### config.mk
export PLATFORM = sky130hd
export DESIGN_NAME = float32_accum_master
export DESIGN_NICKNAME = d
export VERILOG_FILES = /design/src/rtl/float32_pkg.sv /design/src/rtl/float32_accum_master.sv
export SDC_FILE = /design/constraint.sdc
export NUM_CORES = 1
export LEC_CHECK = 0
export BUFFER_PORTS_ARGS = -buffer_cell sky130_fd_sc_hd__buf_2
export CORE_UTILIZATION = 47
export CTS_CLUSTER_SIZE = 28
export DETAILED_ROUTE_END_ITERATION = 6
export PLACE_DENSITY = 0.82
export SETUP_SLACK_MARGIN = 0.2
export SYNTH_ARGS = -nofsm -noshare
export SYNTH_HDL_FRONTEND = slang
export SYNTH_SLANG_ARGS = --single-unit
export TNS_END_PERCENT = 10
### constraint.sdc
create_clock -name clk -period 2.6 [get_ports clk]
set_input_delay 0 -clock clk [delete_from_list [all_inputs] [get_ports clk]]
set_output_delay 0 -clock clk [all_outputs]
set_load 0.02 [all_outputs]
### src/rtl/float32_pkg.sv
// Shared types and constants for the float32 accumulator master.
package float32_pkg;

    // Accumulator control states.
    typedef enum logic [1:0] {
        ST_IDLE   = 2'd0,
        ST_SEND   = 2'd1,
        ST_WAIT_Z = 2'd2,
        ST_OUT    = 2'd3
    } state_t;

    // Positive zero; the running sum starts from here so the first element
    // goes through the adder like every other one.
    localparam logic [31:0] FP32_ZERO = 32'h0000_0000;

endpackage : float32_pkg

### src/rtl/float32_accum_master.sv
// Streams float32 elements through an external stb/ack adder and emits the
// running sum plus element count when the element marked last has been added.
//
// Handshakes:
//   in_valid/in_ready   : element transfers at a rising edge where both are 1.
//   sum_valid/sum_ready : sum transfers at a rising edge where both are 1;
//                         sum_data/sum_count hold while sum_valid=1, sum_ready=0.
//   x_stb/x_ack (adder) : the strobing side holds stb and its data until an
//                         edge with stb=1 and ack=1; that edge is the transfer
//                         and stb is 0 from the following cycle.
// Every output comes straight from a register, so no input reaches an output
// combinationally.
module float32_accum_master
    import float32_pkg::*;
#(
    parameter int CNT_W = 16
) (
    input  logic             clk,
    input  logic             rst,
    input  logic [31:0]      in_data,
    input  logic             in_last,
    input  logic             in_valid,
    output logic             in_ready,
    output logic [31:0]      add_a,
    output logic [31:0]      add_b,
    output logic             add_a_stb,
    output logic             add_b_stb,
    input  logic             add_a_ack,
    input  logic             add_b_ack,
    input  logic [31:0]      add_z,
    input  logic             add_z_stb,
    output logic             add_z_ack,
    output logic [31:0]      sum_data,
    output logic [CNT_W-1:0] sum_count,
    output logic             sum_valid,
    input  logic             sum_ready,
    output state_t           state_dbg
);

    localparam logic [CNT_W-1:0] CNT_MAX = {CNT_W{1'b1}};

    state_t           state;
    state_t           next_state;
    logic [31:0]      acc;
    logic [CNT_W-1:0] count;
    logic             last_q;

    logic in_take;
    logic a_done;
    logic b_done;
    logic z_take;
    logic out_take;

    assign in_take  = (state == ST_IDLE) && in_ready && in_valid;
    assign a_done   = !add_a_stb || add_a_ack;
    assign b_done   = !add_b_stb || add_b_ack;
    assign z_take   = (state == ST_WAIT_Z) && add_z_stb && add_z_ack;
    assign out_take = (state == ST_OUT) && sum_ready;

    assign sum_data  = acc;
    assign sum_count = count;
    assign state_dbg = state;

    // State register.
    always_ff @(posedge clk) begin
        if (!rst) begin
            state <= ST_IDLE;
        end else begin
            state <= next_state;
        end
    end

    // Next-state decode: one element in flight at a time.
    always_comb begin
        next_state = state;
        case (state)
            ST_IDLE:   if (in_take)          next_state = ST_SEND;
            ST_SEND:   if (a_done && b_done) next_state = ST_WAIT_Z;
            ST_WAIT_Z: if (z_take)           next_state = last_q ? ST_OUT : ST_IDLE;
            ST_OUT:    if (out_take)         next_state = ST_IDLE;
            default:                         next_state = ST_IDLE;
        endcase
    end

    // Datapath and registered handshake outputs.
    always_ff @(posedge clk) begin
        if (!rst) begin
            in_ready  <= 1'b0;
            add_a     <= FP32_ZERO;
            add_b     <= FP32_ZERO;
            add_a_stb <= 1'b0;
            add_b_stb <= 1'b0;
            add_z_ack <= 1'b0;
            acc       <= FP32_ZERO;
            count     <= '0;
            last_q    <= 1'b0;
            sum_valid <= 1'b0;
        end else begin
            in_ready <= (next_state == ST_IDLE);

            // Operands are loaded once per element and frozen until accepted.
            if (in_take) begin
                add_a     <= acc;
                add_b     <= in_data;
                last_q    <= in_last;
                add_a_stb <= 1'b1;
                add_b_stb <= 1'b1;
            end else begin
                if (add_a_stb && add_a_ack) add_a_stb <= 1'b0;
                if (add_b_stb && add_b_ack) add_b_stb <= 1'b0;
            end

            // Ack the result one cycle after seeing it; the ack falls at the
            // transfer edge, giving a single-cycle pulse inside WAIT_Z only.
            add_z_ack <= (state == ST_WAIT_Z) && add_z_stb && !add_z_ack;

            if (z_take) begin
                acc       <= add_z;
                count     <= (count == CNT_MAX) ? count : count + 1'b1;
                sum_valid <= last_q;
            end

            if (out_take) begin
                acc       <= FP32_ZERO;
                count     <= '0;
                sum_valid <= 1'b0;
            end
        end
    end

endmodule : float32_accum_master

# Word level (Yosys, flattened, before mapping)
# Cells that the tools add are included.
[totals]
regBits = 120
in_bits = 72
out_inout_bits = 119
wordCells = 48
[op_classes]
addsub = 1
bitwise = 2
reduce_logical = 20
muxes = 10
eq_ne = 4
[op_table]
columns = ["op", "n"]
rows = [
  ["16-bit by 1-bit adder with 16-bit output, second input constant", 1],
  ["16-bit equality test, second input constant", 1],
  ["2-bit two-way mux", 5],
  ["1-bit logical AND", 9],
  ["2-bit case mux with 4 select lines", 1],
  ["2-bit equality test, second input constant", 2],
  ["2-bit logical NOT", 2],
  ["1-bit two-way mux", 4],
  ["2-bit nonzero test", 2],
  ["1-bit logical NOT", 3],
  ["2-bit by 1-bit equality test with 1-bit output, second input constant", 1],
  ["1-bit logical OR", 2],
  ["1-bit inverter", 2],
  ["2-bit AND reduction", 1],
  ["2-bit OR reduction", 1],
]

# Depth between registers and ports, before layout
[logic_depth]
ltp_word = 6
depth_mapped = 8
mapped_depth_nobuf = 5

# Worst setup path before layout
# OpenSTA, ideal clock, no wires.
[synth_timing]
kind = "register -> register"
from = "reg count[0], in the netlist sum_count[0]"
to = "reg count[14], in the netlist sum_count[14]"
synth_period_minus_slack_ns = 2.141
setup_time_ns = 0.070
stages_incl_launch_ff = 7
n_path_buf = 1
slack_ns = 0.459
t_arrival_ns = 2.070
required_ns = 2.530
cell_sequence = "dfxtp_1 ha_1 inv_1 or4_1 clkbuf_2 or4_1 a21oi_1"
[synth_between]
elab_chain_cells = 3
elab_cells_between_ends = 4
cone_classes = "1 x add/sub; 1 x eq/ne; 1 x bitwise; 1 x reduce/logical"
[synth_lines]
columns = ["item", "line", "text"]
rows = [
  ["from (decl)", "float32_accum_master.sv:45", "logic [CNT_W-1:0] count;"],
  ["from (signal assigned)", "float32_accum_master.sv:119", "count <= (count == CNT_MAX) ? count : count + 1'b1;"],
  ["parallel branches: the longest is 3 deep, another holds 16-bit by 1-bit adder with 16-bit output", "n/a", ""],
]
# Several ways; the timed one is not identified.
# A chain may end at the register's enable or synchronous reset.

# Worst setup path after layout
# Same ends and word-level chain as after synthesis.

==> results.sh <==
export IMPL_cap_violations=0
export IMPL_whs_endpoint="state_dbg[0]$_SDFF_PN0_"
export IMPL_seq_area_sq_um=2400
export IMPL_p_sw_mw=1.10
export IMPL_synth_area_sq_um=4390
export IMPL_reg2reg_to="sum_count[14]$_SDFFE_PP0P_"
export IMPL_clk_pin_slew_ps=60
export IMPL_cts_tree="built"
export IMPL_path_depth=5
export IMPL_post_drt_via_cell_ratio=5.33
export IMPL_grt_max_degree=71
export IMPL_area_delta_synth_final_pct=53.0
export IMPL_wl_per_cell_microns=15.2
export IMPL_period_share_pct=83.7
export IMPL_grt_setup_unrepaired="false"
export IMPL_synth_top_area_share_pct=54.7
export IMPL_netlist_cell_type_count=35
export IMPL_seqPwrFrac_pct=41.6
export IMPL_fin_hold_ws_ps=171
export IMPL_dieArea_sq_um=9740
export IMPL_io_buffers=190
export IMPL_grt_usage_pct=29.0
export IMPL_cts_hold_buf=70
export IMPL_wl_microns=14100
export IMPL_die_w_microns=98.7
export IMPL_ir_drop_mv=0.423
export IMPL_cts_resized=0
export IMPL_synth_compound_area_share_pct=16.1
export IMPL_power_frac_clock_pct=49.5
export IMPL_worst_ep_required_time_ps=3030
export IMPL_multi_input_area_sq_um=1840
export IMPL_synth_seq_cells=120
export IMPL_dr_total_vias=4942
export IMPL_ant_nets=0
export IMPL_slew_headroom_pct=49.0
export IMPL_dr_pass1_iters=4
export IMPL_worstSkewPairLatency_ps=500
export IMPL_r2r_cells=5
export IMPL_synth_top_area_cell="dfxtp_1"
export IMPL_worstPathArrival_ps=2600
export IMPL_yosysSeqAreaShare_pct=54.7
export IMPL_critical_path_buf_inv_count=1
export IMPL_min_delay_start="in_valid"
export IMPL_path_class="flop to flop"
export IMPL_drive_gt1_share_pct=28.8
export IMPL_timing_fmax_ghz=0.460
export IMPL_clockRootBuffer="clkbuf_8"
export IMPL_layout_nets=879
export IMPL_cp_max_fo=8
export IMPL_powerDensity_nw_per_um2=681
export IMPL_rr_startpoint="sum_count[0]$_SDFFE_PP0P_"
export IMPL_synth_xor_area_share_pct=0
export IMPL_clockBufferDepth=2
export IMPL_slowest_delay_ps=660
export IMPL_gp_congestion=0.975
export IMPL_cts_buffers=17
export IMPL_setup_tns_final_ps=0
export IMPL_synth_fa_ha_area_share_pct=0.285
export IMPL_synth_simple_area_share_pct=25.3
export IMPL_ios=191
export IMPL_status="finished clean"
export IMPL_skew_ps=5.70
export IMPL_tightest_slew_ps=765
export IMPL_postCtsSetupBuffers=0
export IMPL_drc=0
export IMPL_synth_cells=555
export IMPL_initial_core_util_pct=49.4
export IMPL_grt_pass1_vias=4739
export IMPL_htreeDepth=4
export IMPL_period_minus_slack_ps=2180
export IMPL_p_int_mw=3.48
export IMPL_die_h_microns=98.7
export IMPL_hold_viol_final=0
export IMPL_hpwl_microns=8370
export IMPL_min_path_cells=3
export IMPL_ys_top_cells_by_area="dfxtp_1 55%, nand2_1 18%, a21oi_1 12%"
export IMPL_rrSetupSlack_ps=420
export IMPL_antenna_found_initial=0
export IMPL_grt_overflow=0
export IMPL_avgSynthCellArea_sq_um=7.92
export IMPL_min_path_type="primary input to flop"
export IMPL_diodes=0
export IMPL_fill_cells=606
export IMPL_num_rows=34
export IMPL_synth_top_family_by_area="simple AND/OR/NAND/NOR gates"
export IMPL_core_sq_um=8890
export IMPL_synth_area_mux_share_pct=0
export IMPL_yosys_warnings=0
export IMPL_synth_nets=628
export IMPL_p_comb_share_pct=8.9
export IMPL_crit_path_start_kind="flop"
export IMPL_first_iter_violations=237
export IMPL_slew_viol_final=0
export IMPL_cp_slowest_cell="or4_1"
export IMPL_crit_family="simple AND/OR/NAND/NOR gates"
export IMPL_cp_common_cell="or4_1"
export IMPL_p_leak_nw=2.91
export IMPL_grt_pass1_wl_microns=22500
export IMPL_finalSetupViolCount=0
export IMPL_worst_setup_path_end_kind="flop"
export IMPL_p_sw_share_pct=23.9
export IMPL_cts_sinks=120
export IMPL_cp_cell_sequence="ha_1, inv_1, or4_1, or4_1, a21oi_1"
[synth_stat cells]
library cell and count:
o311ai_0 2, nor2_1 8, o311a_1 1, nor4_1 3
inv_2 1, clkbuf_1 32, o21bai_1 1, nand3b_1 2
inv_1 3, nand4_2 1, a2bb2oi_1 1, buf_2 1
nand2_1 208, dfxtp_1 120, and2_1 2, buf_4 1
nand4b_4 1, and3_1 2, or4_1 7, ha_1 1
nor3_1 7, o41ai_1 1, a211oi_1 2, a31oi_1 3
clkbuf_2 1, or3_1 4, nand4_1 5, o21ai_0 9
buf_1 2, and4b_1 1, a21oi_1 107, nor2b_1 3
nand3_1 7, o31ai_1 4, a22o_1 1
[cells by family (layout without fill, tap and decap cells)]
logic type | after synthesis | in the layout
simple gates | 261 | 261
compound gates | 132 | 132
flops | 120 | 120
buf+inv | 41 | 305
fa+ha+maj | 1 | 1
[per-stage QoR]
| step | total power [mW] | cell area (sq um) | setup slack (ps) | cells | util, % |
|---|---|---|---|---|---|
| after floorplan | 2.12 | 4390 | 459 | 555 | - |
| after global placement | 2.25 | 5430 | 540 | 825 | 61.1 |
| after global routing | 4.72 | 6720 | 361 | 927 | 75.6 |
| final | 4.58 | 6720 | 424 | 927 | 75.6 |
| after CTS | 4.60 | 6720 | 446 | 927 | 75.6 |
| after detailed placement | 2.25 | 5430 | 471 | 825 | 61.1 |
[power by group through the flow]
stage	Clock, mW	Sequential (mW)	Combinational (mW)
3_5_place_dp	0	1.94	0.313
6_report	2.26	1.90	0.407
5_1_grt	2.38	1.91	0.437
3_3_place_gp	0	1.94	0.308
4_1_cts	2.30	1.90	0.395
2_1_floorplan	0	1.99	0.132
[cell usage in the layout, fill, tap and decap left out, types with 4 or more instances in the layout]
cell type / synthesis / final
dfxtp_1: 120 / 120
buf_2: 1 / 190
nand4_1: 5 / 5
nand3_1: 7 / 6
o21ai_0: 9 / 9
nor2_1: 8 / 8
nor3_1: 7 / 7
buf_4: 1 / 7
o31ai_1: 4 / 4
or3_1: 4 / 4
dlygate4sd3_1: 0 / 70
a21oi_1: 107 / 107
nand2_1: 208 / 208
clkbuf_16: 0 / 16
or4_1: 7 / 7
[state kept, by name, indices dropped and copies added, names as in the netlist]
| register | flops |
|---|---|
| add_a | 32 |
| add_b | 32 |
| last_q | 1 |
| in_ready | 1 |
| add_a_stb | 1 |
| sum_count | 16 |
| sum_data | 32 |
| add_z_ack | 1 |
| sum_valid | 1 |
| add_b_stb | 1 |
| state_dbg | 2 |
[tightest hold or removal path, stage by stage]
cell	delay (ps)
buf_2	110
nand3_2	350
a31oi_1	140
[worst max-delay path by stage]
stage                              startpoint                          to
global placement    sum_count[0]$_SDFFE_PP0P_  sum_count[14]$_SDFFE_PP0P_
floorplan           sum_count[0]$_SDFFE_PP0P_  sum_count[14]$_SDFFE_PP0P_
finish              sum_count[0]$_SDFFE_PP0P_  sum_count[14]$_SDFFE_PP0P_
detailed placement    state_dbg[1]$_SDFF_PN0_  sum_count[15]$_SDFFE_PP0P_
CTS                   state_dbg[1]$_SDFF_PN0_  sum_count[15]$_SDFFE_PP0P_
global route          state_dbg[1]$_SDFF_PN0_  sum_count[13]$_SDFFE_PP0P_
[area by class of cell]
type	instances	share of cell area (%)
Clock buffer	19	6.57
Clock inverter	13	2.16
Inverter	4	0.223
Multi-Input combinational cell	394	27.3
Sequential cell	120	35.7
Tap cell	108	2.01
Timing Repair Buffer	269	25.9
[per-layer routing]
layer / part of all wire, % / track usage [%] / vias up
met4: 3.8 / 14.6 / 0
met3: 6.9 / 8.09 / 54
met5: 0 / 0 / -
met1: 39 / 32.6 / 2284
li1: - / - / 2368
met2: 50 / 50.5 / 236
Note: power is estimated with default switching activity, not from simulation.
